<file path="config.mk">
export PLATFORM = sky130hd
export DESIGN_NAME = character_renderer
export DESIGN_NICKNAME = d
export VERILOG_FILES = /design/src/rtl/character_renderer.sv
export SDC_FILE = /design/constraint.sdc
export NUM_CORES = 1
export LEC_CHECK = 0
export BUFFER_PORTS_ARGS = -buffer_cell sky130_fd_sc_hd__buf_4
export CAP_MARGIN = 20
export CELL_PAD_IN_SITES_DETAIL_PLACEMENT = 0
export CELL_PAD_IN_SITES_GLOBAL_PLACEMENT = 1
export CORE_UTILIZATION = 35
export CTS_CLUSTER_DIAMETER = 40
export DETAILED_ROUTE_END_ITERATION = 8
export PLACE_DENSITY_LB_ADDON = 0.12
export SYNTH_ARGS = -nofsm -noshare
export SYNTH_HDL_FRONTEND = slang
export SYNTH_SLANG_ARGS = --single-unit
</file>
<file path="constraint.sdc">
create_clock -name iClock -period 4.1 [get_ports iClock]
set_input_delay 0.82 -clock iClock [delete_from_list [all_inputs] [get_ports iClock]]
set_output_delay 0.82 -clock iClock [all_outputs]
set_load 0.02 [all_outputs]
</file>
<file path="src/rtl/character_renderer.sv">
// Sprite erase/redraw stage in front of the VGA adapter: each accepted frame
// erases the sprite at its last drawn position, then draws it at the new one.
module character_renderer #(
  parameter int unsigned SPRITE_W  = 4,
  parameter int unsigned SPRITE_H  = 4,
  parameter int unsigned SCREEN_W  = 160,
  parameter int unsigned SCREEN_H  = 120,
  parameter logic [2:0]  BG_COLOUR = 3'b000
) (
  input  logic       iClock,
  input  logic       iResetn,
  input  logic       iNewFrame,
  input  logic [7:0] iXcoord,
  input  logic [6:0] iYcoord,
  input  logic [2:0] iColour,
  output logic [7:0] oX,
  output logic [6:0] oY,
  output logic [2:0] oColour,
  output logic       oPlot,
  output logic       oBusy,
  output logic       oDone,
  output logic       oOverrun
);

  typedef enum logic [1:0] {IDLE, ERASE, DRAW, FINISH} state_e;

  localparam logic [3:0] LAST_DX  = 4'(SPRITE_W - 1);
  localparam logic [3:0] LAST_DY  = 4'(SPRITE_H - 1);
  localparam logic [8:0] LIMIT_X  = 9'(SCREEN_W);
  localparam logic [7:0] LIMIT_Y  = 8'(SCREEN_H);

  state_e     state_q, state_d;
  logic [3:0] dx_q, dx_d, dy_q, dy_d;
  logic [7:0] new_x_q, new_x_d, old_x_q, old_x_d;
  logic [6:0] new_y_q, new_y_d, old_y_q, old_y_d;
  logic [2:0] new_col_q, new_col_d, old_col_q, old_col_d;
  logic       drawn_q, drawn_d;
  logic [7:0] x_q, x_d;
  logic [6:0] y_q, y_d;
  logic [2:0] colour_q, colour_d;
  logic       plot_q, plot_d, busy_q, busy_d, done_q, done_d, overrun_q, overrun_d;

  logic       pix_active;
  logic [7:0] base_x;
  logic [6:0] base_y;
  logic [8:0] sum_x;
  logic [7:0] sum_y;

  always_comb begin
    state_d   = state_q;
    dx_d      = dx_q;
    dy_d      = dy_q;
    new_x_d   = new_x_q;
    new_y_d   = new_y_q;
    new_col_d = new_col_q;
    old_x_d   = old_x_q;
    old_y_d   = old_y_q;
    old_col_d = old_col_q;
    drawn_d   = drawn_q;

    case (state_q)
      IDLE: begin
        if (iNewFrame) begin
          new_x_d   = iXcoord;
          new_y_d   = iYcoord;
          new_col_d = iColour;
          dx_d      = '0;
          dy_d      = '0;
          if (!drawn_q) begin
            state_d = DRAW;
          end else if (iXcoord == old_x_q && iYcoord == old_y_q && iColour == old_col_q) begin
            state_d = FINISH;
          end else begin
            state_d = ERASE;
          end
        end
      end
      ERASE, DRAW: begin
        if (dx_q == LAST_DX) begin
          dx_d = '0;
          if (dy_q == LAST_DY) begin
            dy_d = '0;
            if (state_q == ERASE) state_d = DRAW;
            else                  state_d = FINISH;
          end else begin
            dy_d = dy_q + 4'd1;
          end
        end else begin
          dx_d = dx_q + 4'd1;
        end
      end
      FINISH: begin
        old_x_d   = new_x_q;
        old_y_d   = new_y_q;
        old_col_d = new_col_q;
        drawn_d   = 1'b1;
        state_d   = IDLE;
      end
      default: state_d = IDLE;
    endcase

    // Pixel outputs are derived from the next walk position so the first
    // pixel is on the wire the cycle right after the accepting edge.
    pix_active = (state_d == ERASE) || (state_d == DRAW);
    base_x     = (state_d == ERASE) ? old_x_q : new_x_d;
    base_y     = (state_d == ERASE) ? old_y_q : new_y_d;
    sum_x      = {1'b0, base_x} + {5'b0, dx_d};
    sum_y      = {1'b0, base_y} + {4'b0, dy_d};

    plot_d    = pix_active && (sum_x < LIMIT_X) && (sum_y < LIMIT_Y);
    x_d       = pix_active ? sum_x[7:0] : '0;
    y_d       = pix_active ? sum_y[6:0] : '0;
    colour_d  = !pix_active ? '0 : (state_d == ERASE) ? BG_COLOUR : new_col_d;
    busy_d    = (state_d != IDLE);
    done_d    = (state_q == FINISH);
    overrun_d = iNewFrame && (state_q != IDLE);
  end

  always_ff @(posedge iClock or negedge iResetn) begin
    if (!iResetn) begin
      state_q   <= IDLE;
      dx_q      <= '0;
      dy_q      <= '0;
      new_x_q   <= '0;
      new_y_q   <= '0;
      new_col_q <= '0;
      old_x_q   <= '0;
      old_y_q   <= '0;
      old_col_q <= '0;
      drawn_q   <= 1'b0;
      x_q       <= '0;
      y_q       <= '0;
      colour_q  <= '0;
      plot_q    <= 1'b0;
      busy_q    <= 1'b0;
      done_q    <= 1'b0;
      overrun_q <= 1'b0;
    end else begin
      state_q   <= state_d;
      dx_q      <= dx_d;
      dy_q      <= dy_d;
      new_x_q   <= new_x_d;
      new_y_q   <= new_y_d;
      new_col_q <= new_col_d;
      old_x_q   <= old_x_d;
      old_y_q   <= old_y_d;
      old_col_q <= old_col_d;
      drawn_q   <= drawn_d;
      x_q       <= x_d;
      y_q       <= y_d;
      colour_q  <= colour_d;
      plot_q    <= plot_d;
      busy_q    <= busy_d;
      done_q    <= done_d;
      overrun_q <= overrun_d;
    end
  end

  assign oX       = x_q;
  assign oY       = y_q;
  assign oColour  = colour_q;
  assign oPlot    = plot_q;
  assign oBusy    = busy_q;
  assign oDone    = done_q;
  assign oOverrun = overrun_q;

endmodule
</file>
==> Yosys cells after proc, flatten, opt, wreduce, memory -nomap -nowiden <==
Index checks and enable logic that the tools add are counted.
{ "totals": {"regBits": 69, "input_bits": 21, "out_inout_bits": 22, "wordCells": 69} }
{ "op_classes": {"n_addsub": 4, "n_lt_le_gt_ge": 2, "n_eq_ne": 10, "n_mux": 26, "n_reduce_logical": 10} }
{ "ops": {"columns": ["operator", "count"], "rows": [
  ["8-bit 2-to-1 mux", 4],
  ["7-bit 2-to-1 mux", 4],
  ["4-bit 2-to-1 mux", 5],
  ["4-bit one-hot mux with 2 select lines", 2],
  ["3-bit 2-to-1 mux", 4],
  ["2-bit 2-to-1 mux", 5],
  ["8-bit by 4-bit adder with 9-bit output", 1],
  ["9-bit by 8-bit < comparator with 1-bit output, second input constant", 1],
  ["4-bit by 1-bit adder with 4-bit output, second input constant", 2],
  ["7-bit by 4-bit adder with 8-bit output", 1],
  ["4-bit by 2-bit == test with 1-bit output, second input constant", 2],
  ["8-bit == test", 1],
  ["8-bit by 7-bit < comparator with 1-bit output, second input constant", 1],
  ["7-bit == test", 1],
  ["2-bit == test, second input constant", 3],
  ["2-bit one-hot mux with 3 select lines", 1],
  ["1-bit logical AND", 5],
  ["2-bit by 1-bit == test with 1-bit output, second input constant", 2],
  ["2-bit nonzero test", 2],
  ["3-bit == test", 1],
  ["2-bit zero test", 1],
  ["2-bit OR reduction", 1],
  ["1-bit logical OR", 1],
  ["1-bit 2-to-1 mux", 1]
]} }

==> Logic depth before layout (Yosys ltp) <==
Gate-level depths: netlist of run 1.
{ "logic_depth": {"ltp_word": 13, "mapped_depth": 17, "mapped_depth_nobuf": 15} }

==> Least setup slack after synthesis of run 1 <==
OpenSTA, ideal clock, no wires.
{ "synth_timing": {"kind": "input-to-reg", "startpoint": "input port iColour[1]", "endpoint": "register plot_q, in the netlist oPlot", "setup_time_ns": 0.111, "arrival_ns": 4.373, "required_ns": 3.989, "slack_ns": -0.384, "path_stages": 16, "n_path_buf": 2, "path_cell_list": "xnor2_1 -> nand4_1 -> nor3_1 -> a41oi_1 -> o22a_1 -> ha_1 -> buf_6 -> clkbuf_1 -> mux2_2 -> ha_1 -> fa_1 -> a21o_1 -> a21oi_1 -> xor2_1 -> o32a_1 -> a2111oi_2"} }
{ "synth_between": {"elab_chain_len": 12, "word_cells_on_any_way": 17, "cone_classes": "add/sub (2); order compare (2); eq/ne (3); mux (6); reduce/logical (4)"} }
{ "synth_rtl": {"columns": ["element", "line", "source"], "rows": [
  ["start, declared", "15", "input logic [2:0] iColour,"],
  ["3-bit == test (*)", "71", "end else if (iXcoord == old_x_q && iYcoord == old_y_q && iColour == old_col_q) begin"],
  ["1-bit logical AND (*)", "71", null],
  ["2-bit 2-to-1 mux (*)", "71", null],
  ["2-bit 2-to-1 mux (*)", "69", "if (!drawn_q) begin"],
  ["2-bit 2-to-1 mux (*)", "63", "if (iNewFrame) begin"],
  ["2-bit one-hot mux with 3 select lines (*)", "61", "case (state_q)"],
  ["2-bit by 1-bit == test with 1-bit output", "104, 105, 106", null],
  ["8-bit 2-to-1 mux", "105", "base_x = (state_d == ERASE) ? old_x_q : new_x_d;"],
  ["8-bit by 4-bit adder with 9-bit output", "107", "sum_x = {1'b0, base_x} + {5'b0, dx_d};"],
  ["9-bit by 8-bit < comparator with 1-bit output", "110", "plot_d = pix_active && (sum_x < LIMIT_X) && (sum_y < LIMIT_Y);"],
  ["1-bit logical AND", "110", null],
  ["1-bit logical AND (*)", "110", null],
  ["via plot_d", "41", "logic plot_q, plot_d, busy_q, busy_d, done_q, done_d, overrun_q, overrun_d;"],
  ["end signal, assigned", "152", "plot_q <= plot_d;"],
  ["end, declared", "41", null]
]} }
Mark *: on every way through the listed nets, which the timed path passes. The rest lies on a longest branch.
A chain may end at the register's enable or synchronous reset.

==> Worst setup path after layout of run 1 <==
{ "layout_timing": {"startpoint": "input port iXcoord[6]", "endpoint": "register plot_q, in the netlist oPlot"} }
{ "layout_between": {"elab_chain_len": 13, "word_cells_on_any_way": 20, "cone_classes": "add/sub (2); order compare (2); eq/ne (3); mux (8); reduce/logical (5)"} }
{ "layout_rtl": {"columns": ["element", "line", "source"], "rows": [
  ["start, declared", "13", "input logic [7:0] iXcoord,"],
  ["8-bit == test", "71", null],
  ["1-bit logical AND (2 in series)", "71", null],
  ["2-bit 2-to-1 mux", "71", null],
  ["2-bit 2-to-1 mux", "69", null],
  ["2-bit 2-to-1 mux", "63", null],
  ["2-bit one-hot mux with 3 select lines", "61", null],
  ["2-bit by 1-bit == test with 1-bit output", "104, 105, 106", null],
  ["8-bit 2-to-1 mux", "105", null],
  ["8-bit by 4-bit adder with 9-bit output", "107", null],
  ["9-bit by 8-bit < comparator with 1-bit output", "110", null],
  ["1-bit logical AND", "110", null],
  ["1-bit logical AND (*)", "110", null],
  ["via plot_d", "41", null]
]} }
Marked as above.

==> metrics.md, run 1 <==
| Metric | Value |
|---|---|
| Outcome | completed |
| Ys async rst share | 100% |
| Post-synth EDFFs | 0 |
| Reg2Reg Setup Slack | 0.29 ns |
| Number of nets still failing antenna checks after routing | 0 |
| Final worst path period share | 93.7% |
| Row cnt | 36 |
| Crit. End Element | flop |
| Worst Hold Class | reg2reg |
| Via count | 2468 |
| Worst Path Class, Setup | in2reg |
| Post-synth top area cell | dfrtp_1 |
| CP Max Fanout | 7 |
| Post-synth top area share | about half |
| Gp weighted congestion | about 0.8 |
| Post-CTS sizing | 0 |
| Clock Latency Late Sink | 0.34 ns |
| Avg Synthesized Cell Area | 12.3 um2 |
| Total power | between 3000 and 4000 uW |
| CTS tree | built |
| Num CTS Buffers | 9 |
| Post-synthesis sequential area ratio | 48.1% |
| Power Dens Cells | 876 nW/um2 |
| M1 GR Usage | 23.0% |
| DRC violations left | 0 |
| R2R Path Start | dy_q[0]$_DFF_PN0_ |
| Port bufs | 42 |
| Crit path launch | iXcoord[6] |
| Largest net degree at the start of global routing | 70 |
| Critical Path Source Type | primary input |
| First-pass GRT wire length | 13.2 mm |
| Dominant synthesized flop cell | dfrtp_1 |
| Most common cell in the synthesized netlist | dfrtp_1 |
| Non-filler instance count after layout | just over 500 |
| Min Tclk post-route | just under 4 ns |
| Worst IR Drop VDD | 0.000348 V |
| Grt met3 use | between 3 and 4% |
| Count of nets after finishing | 405 |
| Final setup violating endpoints | 0 |
| R2r worst-path depth | 14 |
| Fin area | 4500 um2 |
| Share of cells above drive strength 1 | between 40 and 50% |
| Netlist Area Pre-Place | 3590 um2 |
| Die H | 103 um |
| Initial antenna violation count | 0 |
| Met2 usage | 26.8% |
| Area Overhead vs Synth | 25.2% |
| Worst Clk Skew | roughly 0.012 ns |
| Setup WS pre-CTS | -0.239 ns |
| Placed inst area | 4250 um2 |
| Setup crit end | oPlot$_DFF_PN0_ |
| CP required | 4.33 ns |
| Clk sinks | 69 |
| Top cells by area, synth | dfrtp_1, mux2_2, ha_1 |
| Via/cell ratio | 4.89 |
| Most Frequent Cell on Critical Path | xor2_1 |
| Initial Utilization | 36.4% |
| Hold_buf cts | 0 |
| GRT Resource Usage Total | 17.0% |
| # diodes | 0 |
| Cells after DPL | 489 |
| Critical path data arrival time | 4.07 ns |
| Worst-Margin Slew | around 0.87 ns |
| Post-DP HPWL | approximately 6 mm |
| Global routing's busiest layer | met2 |
| H-tree depth | 3 |
| Final Hold Viols | 0 |
| List of most frequent post-synthesis cells | dfrtp_1, mux2_2, xnor2_1, ha_1, nor2_1 |
| Core footprint | between 9000 and 10000 um2 |
| RSZ-0062 raised after global routing | false |
| Max-cap violations | 0 |
| Max-slew violations | 0 |
| Drt wl/cell | 16.1 um |
| Clock transition at path regs | 0.08 ns |
| Routed WL | 8.14 mm |
| Max_slew headroom | 41.9% |
| Grt ovf | 0 |
| FILL cells | around 940 |
| Die area | ~11000 um2 |
| Post-Syn Instances | 293 |
| Die Wd | 103 um |
| CP peak stage delay | 0.36 ns |
| Worst r2r dst | oPlot$_DFF_PN0_ |
| IO Pins | 43 |
| Number of synthesized register bits | between 60 and 70 |
| Synth warn | 0 |
| Core Util, Final | 45.6% |
| Static leakage | 0.00203 uW |
| Post-CTS setup buffer count | 0 |
| TritonRoute pass-1 iters | 4 |
| CTS root buf | clkbuf_8 |
| Slowest CP cell | nor4_1 |
| Netlist cell types | 54 |
| Final WS setup | 0.260 ns |
| CTS Buffer Depth | 2 |
| Net Count, Synth | 331 |
| DRT iter0 DRCs | between 60 and 70 |
| Number of global-route vias before repair | about 2600 |
| FMAX | roughly 260 MHz |
| CP Cell Sequence | buf_4 > xor2_1 > nor4_1 > a41oi_1 > o22a_1 > ha_4 > mux2_2 > ha_2 > fa_2 > a21o_1 > a21oi_4 > xor2_1 > o32a_1 > a2111oi_2 |
-- critical path: cells and delay by family --
kind                       cells  cell delay [ns]
AOI/OAI and AO/OA              6             1.50
xor gates and xnor gates       2             0.25
adders and majority gates      3             0.74
buffers and inverters          1             0.12
muxes                          1             0.29
and+or+nand+nor                1             0.36
-- power breakdown --
part / switching [uW] / leakage [uW] / internal, uW / total, uW
Sequential: 168 / 0.000861 / 967 / 1130
Combinational: 1120 / 0.00107 / 1110 / 2230
Clock: 273 / 0.0000951 / 300 / 573
Total: 1570 / 0.00203 / 2370 / 3940
-- layer usage --
metal  part of all wire [%]  wire [um]  vias up
met5                      0          0        -
met4                    1.5        122        0
met3                    2.7        223        9
met2                     47       3790       36
met1                     49       4000     1223
li1                       -          -     1200
-- placed cells by master, fill, tap and decap left out, types with 2 or more instances in the layout --
cell and instances:
xnor2_1 20, o22ai_1 2, nand4_1 5, dfrtp_1 69
o21a_1 2, a21oi_1 9, nand2_1 10, mux2i_1 3
clkinvlp_4 3, a22o_1 2, and2b_1 4, nor2_1 14
a21o_1 5, and2_1 5, buf_4 71, mux2_2 43
and4b_1 4, nor3_1 3, inv_1 7, a211oi_1 3
xor2_1 8, nand2b_1 4, o21ai_0 7, nor4_1 3
clkbuf_8 10, nor2b_1 5, ha_1 13, a221oi_2 3
nor3b_2 2
-- state kept, by name, indices dropped and copies added (netlist names) --
name,count
dy_q,4
oDone,1
oPlot,1
oOverrun,1
dx_q,4
state_q,2
old_x_q,8
oColour,3
oY,7
oX,8
old_col_q,3
new_y_q,7
old_y_q,7
drawn_q,1
oBusy,1
new_x_q,8
new_col_q,3
-- kinds of logic (layout without fill, tap and decap cells) --
family	count (synthesis)	in the layout	share of synthesized area [%]
multiplexers	47	47	14.6
adder cells (fa/ha/maj)	17	17	6.34
AO/OA/AOI/OAI	49	49	11.1
AND/OR/NAND/NOR	67	67	10.8
buffers and inverters	16	95	2.23
XOR/XNOR	28	28	6.83
flip-flops	69	69	48.1
-- worst min path at each step --
stage | start | slack [ns] | cells after the start | endpoint
floorplan | drawn_q$_DFFE_PN0P_ | 0.44 | 1 | drawn_q$_DFFE_PN0P_
global placement | drawn_q$_DFFE_PN0P_ | 0.45 | 1 | drawn_q$_DFFE_PN0P_
detailed placement | drawn_q$_DFFE_PN0P_ | 0.45 | 1 | drawn_q$_DFFE_PN0P_
CTS | drawn_q$_DFFE_PN0P_ | 0.48 | 1 | drawn_q$_DFFE_PN0P_
global route | new_y_q[2]$_DFF_PN0_ | 0.52 | 1 | old_y_q[2]$_DFFE_PN0P_
finish | drawn_q$_DFFE_PN0P_ | 0.47 | 1 | drawn_q$_DFFE_PN0P_
-- stage by stage --
step,setup TNS (ns),hold WS (ns)
2_1_floorplan,0,0.437
5_1_grt,0,0.517
4_1_cts,0,0.478
3_5_place_dp,-0.284,0.454
3_3_place_gp,-0.175,0.452
6_report,0,0.473
-- cell type report --
type / count / area, um2 / share of cell area (%)
Clock buffer: 10 / 138 / 3.06
Clock inverter: 6 / 70.1 / 1.56
Inverter: 8 / 30.0 / 0.668
Multi-Input combinational cell: 208 / 1830 / 40.8
Sequential cell: 69 / 1730 / 38.4
Tap cell: 133 / 166 / 3.70
Timing Repair Buffer: 71 / 533 / 11.9
Power figures use the tool's default switching activity.
==> run 2: changes to the inputs <==
==> constraint.sdc (replaced) <==
create_clock -name iClock -period 4.1 [get_ports iClock]
set_input_delay 0.615 -clock iClock [delete_from_list [all_inputs] [get_ports iClock]]
set_output_delay 0.615 -clock iClock [all_outputs]
set_load 0.01 [all_outputs]
==> run 2 against run 1 <==
Against the previous run: cell count fell by 1.6%; utilization fell by 0.94 points; combinational power fell by 7%; non-clock buffer count fell by 8; global-route usage fell by 0.33 points; worst hold slack got worse by 0.087 ns; sequential power barely moved; worst setup slack got worse by 0.022 ns; critical endpoint unchanged; largest cell class unchanged; highest routed layer unchanged.
==> metrics.md, run 2 (synthesized netlist as in run 1, its figures left out) <==
| Metric | Value |
|---|---|
| Hold_buf cts | 0 (unchanged) |
| Grt ovf | 0 (unchanged) |
| DRT iter0 DRCs | 82 (+26%) |
| Final Hold Viols | 0 (unchanged) |
| Core footprint | 9860 um2 (unchanged) |
| Max-cap violations | 0 (unchanged) |
| Area Overhead vs Synth | 22.6% |
| Bufs and invs on worst path | 1 (unchanged) |
| Min Tclk post-route | 3.86 ns (+0.0224 ns) |
| Clk sinks | 69 (unchanged) |
| Drt wl/cell | 16.5 um (+2.3%) |
| CP Cell Sequence | ha_1 > nor3b_2 > buf_4 > a21oi_1 > o22a_1 > ha_2 > mux2_2 > ha_1 > fa_1 > a21o_1 > a21oi_2 > xor2_1 > o32a_1 > a2111oi_2 |
| Post-DP HPWL | 5.78 mm (-3.3%) |
| H-tree depth | 3 (unchanged) |
| Worst IR Drop VDD | 0.000394 V (+13%) |
| Power Dens Cells | 848 nW/um2 (-3.2%) |
| Static leakage | 0.00199 uW (-2.0%) |
| Routed WL | 8.20 mm (+0.73%) |
| Worst Hold Class | in2async |
| Clock Latency Late Sink | 0.35 ns (about the same) |
| Worst-Margin Slew | 0.877 ns (+0.00486 ns) |
| First-pass GRT wire length | 12.8 mm (-2.7%) |
| Most Frequent Cell on Critical Path | ha_1 |
| CP required | 4.33 ns (about the same) |
| Critical Path Source Type | flop |
| IO Pins | 43 (unchanged) |
| Most common cell after layout, fill and taps aside | dfrtp_1 |
| # diodes | 0 (unchanged) |
| CP Max Fanout | 3 (-4) |
| RSZ-0062 raised after global routing | false |
| Num CTS Buffers | 9 (unchanged) |
| FMAX | 259 MHz (-0.58%) |
| Clock transition at path regs | 0.08 ns (about the same) |
| Die Wd | 103 um (unchanged) |
| Final setup violating endpoints | 0 (unchanged) |
| CP peak stage delay | 0.41 ns (+0.05 ns) |
| Final worst path period share | 94.2% (+0.55 points) |
| CTS tree | built |
| CTS Buffer Depth | 2 (unchanged) |
| Max-slew violations | 0 (unchanged) |
| Row cnt | 36 (unchanged) |
| Number of nets still failing antenna checks after routing | 0 (unchanged) |
| Core Util, Final | 44.6% (-0.94 points) |
| Via count | 2456 (-0.49%) |
| Gp weighted congestion | 0.795 (-0.41%) |
| Worst Clk Skew | 0.0110 ns (-0.00150 ns) |
| Die H | 103 um (unchanged) |
| Initial antenna violation count | 0 (unchanged) |
| Outcome | completed |
| CTS root buf | clkbuf_8 |
| Most frequent cells in the layout | dfrtp_1, buf_4, mux2_2, xnor2_1 |
| Delay-heaviest family, CP | compound AO/OA/AOI/OAI gates |
| Share of cells above drive strength 1 | 39.3% (-0.77 points) |
| Crit. End Element | flop |
| Max_slew headroom | 41.5% (-0.32 points) |
| TritonRoute pass-1 iters | 4 (unchanged) |
| DRC violations left | 0 (unchanged) |
| Number of global-route vias before repair | 2369 (-7.2%) |
| Slowest CP cell | dfrtp_1 |
| Via/cell ratio | 4.94 (+1.1%) |
| Die area | 10700 um2 (unchanged) |
| Initial Utilization | 36.4% (unchanged) |
| Final WS setup | 0.237 ns (-0.0224 ns) |
| GRT Resource Usage Total | 16.7% (-0.33 points) |
| Count of nets after finishing | 397 (-2.0%) |
| Port bufs | 42 (unchanged) |
| Setup WS pre-CTS | -0.103 ns (+0.136 ns) |
| Largest net degree at the start of global routing | 70 (unchanged) |
| Worst Path Class, Setup | reg2reg |
| Critical path data arrival time | 4.09 ns (+0.02 ns) |
==> run 2: repair_timing <==
action	in CTS	in global routing
endpoints found under the hold margin	0	0
gates resized for setup	0	9
buffers inserted	0	0
setup endpoints to repair	0	4
==> run 2: layer usage <==
layer / up-vias / GRT usage, % / part of all wire, %
li1: 1189 / - / -
met1: 1205 / 22.7 / 48
met2: 55 / 25.9 / 47
met3: 7 / 4.44 / 4.2
met4: 0 / 5.31 / 1.1
met5: - / 0 / 0
==> run 2: area by class of cell <==
cell class	instances	area, um2
clock buffers	10	138
clock inverters	6	38.8
fillers	941	5460
inverters	8	30.0
multi-input cells	208	1830
flip-flops and latches	69	1730
well taps	133	166
repair buffers	63	473
==> run 2: path summary, 6_finish.rpt <==
kind / start / end / slack (ns) / cells after the start
max: dy_q[0]$_DFF_PN0_ / oPlot$_DFF_PN0_ / 0.24 / 14
min reg2reg: drawn_q$_DFFE_PN0P_ / drawn_q$_DFFE_PN0P_ / 0.48 / 1
max reg2reg: dy_q[0]$_DFF_PN0_ / oPlot$_DFF_PN0_ / 0.24 / 14
max in group asynchronous: iResetn / old_x_q[7]$_DFFE_PN0P_ / 3.15 / 1
min: iResetn / oY[6]$_DFF_PN0_ / 0.39 / 1
min in group iClock: drawn_q$_DFFE_PN0P_ / drawn_q$_DFFE_PN0P_ / 0.48 / 1
==> run 2: power by group <==
group | internal [uW] | switching (uW)
clock | 234 | 277
combinational | 1020 | 1060
sequential | 967 | 171
total | 2220 | 1510
==> run 2: stage by stage <==
stage	TNS, ns	power (uW)	instances	hold WS, ns	area [um2]
final	0	3730	497	0.386	4400
after detailed placement	-0.103	3220	481	0.459	4190
after global routing	0	4050	497	0.465	4400
after CTS	0	3770	497	0.421	4370
after global placement	-0.113	3240	481	0.458	4190
after floorplan	0	2540	293	0.319	3600
